<file path="src/rtl/systime_counter.sv">
// 64-bit free-running system time base with absolute load, periodic drift trim
// (skip or double one tick per period) and a one-cycle low-word wrap pulse.
module systime_counter #(
    parameter int TRIM_PERIOD_BITS = 32
) (
    input  logic                        clk,
    input  logic                        rst,
    input  logic [63:0]                 load_data,
    input  logic                        load_en,
    input  logic [TRIM_PERIOD_BITS-1:0] trim_period,
    input  logic                        trim_slow,
    input  logic                        trim_en,
    output logic [63:0]                 time_out,
    output logic [31:0]                 systime,
    output logic                        wrap,
    output logic                        trim_active
);

    localparam logic [TRIM_PERIOD_BITS-1:0] CNT_ONE = TRIM_PERIOD_BITS'(1);

    logic [TRIM_PERIOD_BITS-1:0] period_q;
    logic [TRIM_PERIOD_BITS-1:0] trim_cnt;
    logic                        slow_q;

    logic                        trim_on;
    logic                        adjust;
    logic [1:0]                  inc;
    logic [32:0]                 low_sum;
    logic [63:0]                 next_time;
    logic [TRIM_PERIOD_BITS-1:0] next_cnt;

    // A trim_en edge always advances by exactly 1; the new schedule starts on the next edge.
    always_comb begin
        trim_on = (period_q != '0);
        adjust  = trim_on && !trim_en && (trim_cnt == period_q - CNT_ONE);
        inc     = 2'd1;
        if (adjust)
            inc = slow_q ? 2'd0 : 2'd2;
        low_sum   = {1'b0, time_out[31:0]} + 33'(inc);
        next_time = time_out + 64'(inc);
    end

    always_comb begin
        next_cnt = trim_cnt + CNT_ONE;
        if (load_en || trim_en || !trim_on || adjust)
            next_cnt = '0;
    end

    always_ff @(posedge clk) begin
        if (rst) begin
            time_out    <= 64'd0;
            wrap        <= 1'b0;
            trim_active <= 1'b0;
            period_q    <= '0;
            slow_q      <= 1'b0;
            trim_cnt    <= '0;
        end else begin
            // The one-cycle load latency is relied on by the system block's sync compensation.
            if (load_en) begin
                time_out <= load_data;
                wrap     <= 1'b0;
            end else begin
                time_out <= next_time;
                wrap     <= low_sum[32];
            end
            if (trim_en) begin
                period_q    <= trim_period;
                slow_q      <= trim_slow;
                trim_active <= (trim_period != '0);
            end
            trim_cnt <= next_cnt;
        end
    end

    assign systime = time_out[31:0];

endmodule

</file>
<file path="config.mk">
export PLATFORM = sky130hd
export DESIGN_NAME = systime_counter
export DESIGN_NICKNAME = d
export VERILOG_FILES = /design/src/rtl/systime_counter.sv
export SDC_FILE = /design/constraint.sdc
export NUM_CORES = 1
export LEC_CHECK = 0
export ABC_AREA = 1
export CAP_MARGIN = 5
export CORE_MARGIN = 2
export CORE_UTILIZATION = 52
export DETAILED_ROUTE_END_ITERATION = 8
export PLACE_DENSITY = 0.86
export SKIP_CTS_REPAIR_TIMING = 1
export SLEW_MARGIN = 20
export SYNTH_ARGS = -nofsm -noshare
export SYNTH_HDL_FRONTEND = slang
export SYNTH_SLANG_ARGS = --single-unit
export TNS_END_PERCENT = 30
</file>
<file path="constraint.sdc">
create_clock -name clk -period 4.5 [get_ports clk]
set_input_delay 0.675 -clock clk [delete_from_list [all_inputs] [get_ports clk]]
set_output_delay 0.675 -clock clk [all_outputs]
set_load 0.05 [all_outputs]
</file>
==> out/metrics.cfg <==
[outcome]
status = complete, no violations

[worst_setup_path]
cp.arrival_ns = 4.41
path_class = flop to flop
cp-endpoint = time_out[52]
r2r-start = period_q[5]
crit_fanout = 10
endpoint_kind = flop
r2r_end = time_out[52]
start_kind = flop
crit_start = period_q[5]
reg2reg_slack_ns = 0.41
worstPathRequired_ns = 4.83
rr_worst_depth = 23

[synth]
synth_seq_area_share = 0.295
synth.cell_area_mm2 = 0.00890
yosysUniqueCellTypes = 37
synth_nets = 1532
synth_xor_area_frac = 0.0886
ys_top_cells_by_area = dfxtp_1 (29%), nand2_1 (13%), inv_1 (9.1%)
synthSimpleGateAreaFrac = 0.378
yosysWarnings = 0
synth_mux_area_frac = 0
yosys.area.top_type_share = 0.295
syn_inst = 1426
synth-seq-cells = 131
syn_area_per_cell_um2 = 6.24
yosysTopAreaCell = dfxtp_1
synth_compound_area_frac = 0.0921
synth_top_family_by_area = simple AND/OR/NAND/NOR gates
synthAdderAreaFrac = 0.00788

[clock_tree]
cts_tree = built
cts_made_buffers = 17
clk_latency_ns = 0.43
path_clk_slew_ns = 0.06
clock-sinks = 131
cts-root-buf = clkbuf_16
clockBufferDepth = 2
htree_levels = 4

[floorplanning]
die_area_mm2 = 0.0182
pin_count = 199
fp.dieW_um = 135
start_util = 0.535
fp-row-count = 47
dieHeight_um = 135
core_mm2 = 0.0166

[sta]
timing.final.crit_share = 0.908
max_freq_ghz = 0.245
finalSetupTns_ns = 0
setup_viol = 0
relSlewSlack = 0.400
slew_violations = 0
fin_worst_skew_ns = 0.00938
period_needed_ns = 4.09
hold_viol_final = 0
rsz0062_at_grt = false
worstMarginPinSlew_ns = 0.891

[job]
maxCapViolations = 0

[power]
p_leak_nw = 4.92
p_per_area_mw_per_mm2 = 319
ir_drop_v = 0.000289

[routing]
routed_wl_um = 30600
ant_nets = 0
vias_per_cell = 5.46
vias = 9927
dr.pass1.iters = 5
drc_errors = 0
wire_per_inst_um = 16.8
drt-initial-drc-count = 862

[cells_and_area]
drive_gt1_frac = 0.0564
antennaDiodeCount = 0
fillers = 1470
area_delta_synth_final_pct = 28.9
nNetsFinal = 1690
finish.utilization = 0.689

[worst_hold_path]
holdCritPathClass = flop to flop

[placed_design]
dpl.hpwl_um = 23500
io_buffers = 198
gp_congestion = 1.04

[global_routing]
grt_pass1_wl_um = 47800
track_usage = 0.337
grt_start_max_net_pins = 87
antenna_found_initial = 0
grt_overflow = 0
grt_pass1_vias = 9417

-- per-stage QoR --
stage | hold WS [ns] | worst slack [ns] | instance area (um2) | std cells | total power, mW
after global routing | 0.503 | 0.0207 | 11500 | 1817 | 3.79
after global placement | 0.462 | 0.391 | 10800 | 1783 | 2.16
after detailed placement | 0.469 | 0.203 | 10800 | 1783 | 2.17
after floorplan | 0.440 | 0.891 | 8900 | 1426 | 1.87
after CTS | 0.477 | 0.154 | 11400 | 1815 | 3.65
final | 0.480 | 0.415 | 11500 | 1817 | 3.65
-- where the power goes --
| part | leakage, nW | internal, mW | switching (mW) | total, mW |
|---|---|---|---|---|
| clock | 0.297 | 0.943 | 0.546 | 1.49 |
| combinational | 3.54 | 0.306 | 0.524 | 0.830 |
| sequential | 1.08 | 1.23 | 0.107 | 1.33 |
-- synth_stat cells (all sizes together) --
library cell	number
a21oi	35
a41oi	1
and2	1
buf	38
clkbuf	33
dfxtp	131
fa	1
ha	4
inv	216
nand2	323
nand3	81
nand3b	11
nand4	48
nor2	228
nor3	46
nor3b	2
nor4	15
o211ai	16
o21ai	90
o21bai	2
o221ai	4
o31ai	2
or2	8
xnor2	41
xor2	49
-- how the worst min path moves through the flow --
stage	start	end	slack (ns)	cells past startpoint
2_1_floorplan	trim_cnt[0]	trim_cnt[0]	0.44	1
3_3_place_gp	trim_cnt[0]	trim_cnt[0]	0.46	1
3_5_place_dp	slow_q	slow_q	0.47	2
4_1_cts	slow_q	slow_q	0.48	2
5_1_grt	trim_cnt[0]	trim_cnt[0]	0.50	1
6_report	slow_q	slow_q	0.48	2
-- area by class of cell --
type	instances	area [um2]	area share
multi-input cells	1008	5060	0.441
flip-flops and latches	131	2620	0.229
repair buffers	210	2070	0.181
inverters	216	811	0.0707
clock buffers	20	447	0.0390
well taps	220	275	0.0240
clock inverters	12	179	0.0156
-- per-layer routing --
| metal | vias up | part of all wire | GRT usage |
|---|---|---|---|
| li1 | 4825 | - | - |
| met1 | 4530 | 0.38 | 0.385 |
| met2 | 459 | 0.49 | 0.583 |
| met3 | 113 | 0.072 | 0.0698 |
| met4 | 0 | 0.056 | 0.195 |
| met5 | - | 0 | 0 |
-- flip-flops by register name, indices dropped and copies added, names as in the netlist --
signal,flops
period_q,32
time_out,64
trim_cnt,32
slow_q,1
trim_active,1
wrap,1
-- critical path, cell delays in order (launching register included) --
cell and delay [ns]:
dfxtp_1 0.35, nor2_1 0.22, nand2_2 0.11, nor2_4 0.23, nand2_2 0.13, nor2_2 0.13, nand2_1 0.06, nand2_1 0.06
nand2_1 0.05, nor2_1 0.13, nand2_1 0.09, nor2_2 0.13, nand3_2 0.12, nor2_1 0.10, nand2_1 0.08, fa_1 0.46
inv_1 0.10, nand3_1 0.19, nor3_1 0.56, nand3_1 0.26, xor2_1 0.19, nand2_1 0.07, o211ai_1 0.10, inv_1 0.05
-- placed cells by master (no fill, tap or decap), types with 3 or more instances in the layout --
cell type,instances
buf_4,12
clkdlybuf4s50_1,198
nand2_1,318
clkinvlp_4,3
nand3_2,3
nor2_2,23
nand4_1,48
clkbuf_16,17
nor2_1,201
bufinv_16,4
inv_2,3
nand3b_1,11
nor4_1,14
xnor2_1,41
inv_1,213
o221ai_1,4
o211ai_1,16
nand2_2,4
nor3_1,45
o21ai_0,89
nor2_4,4
xor2_1,49
a21oi_1,35
dfxtp_1,131
ha_1,4
or2_2,8
nand3_1,78
-- cell families (layout without fill, tap and decap cells) --
group                      Yosys count  count (layout)
and+or+nand+nor                    763             763
DFF                                131             131
xor gates and xnor gates            90              90
AOI/OAI and AO/OA                  150             150
buffers and inverters              287             458
adders and majority gates            5               5
(Power assumes the default switching activity.)
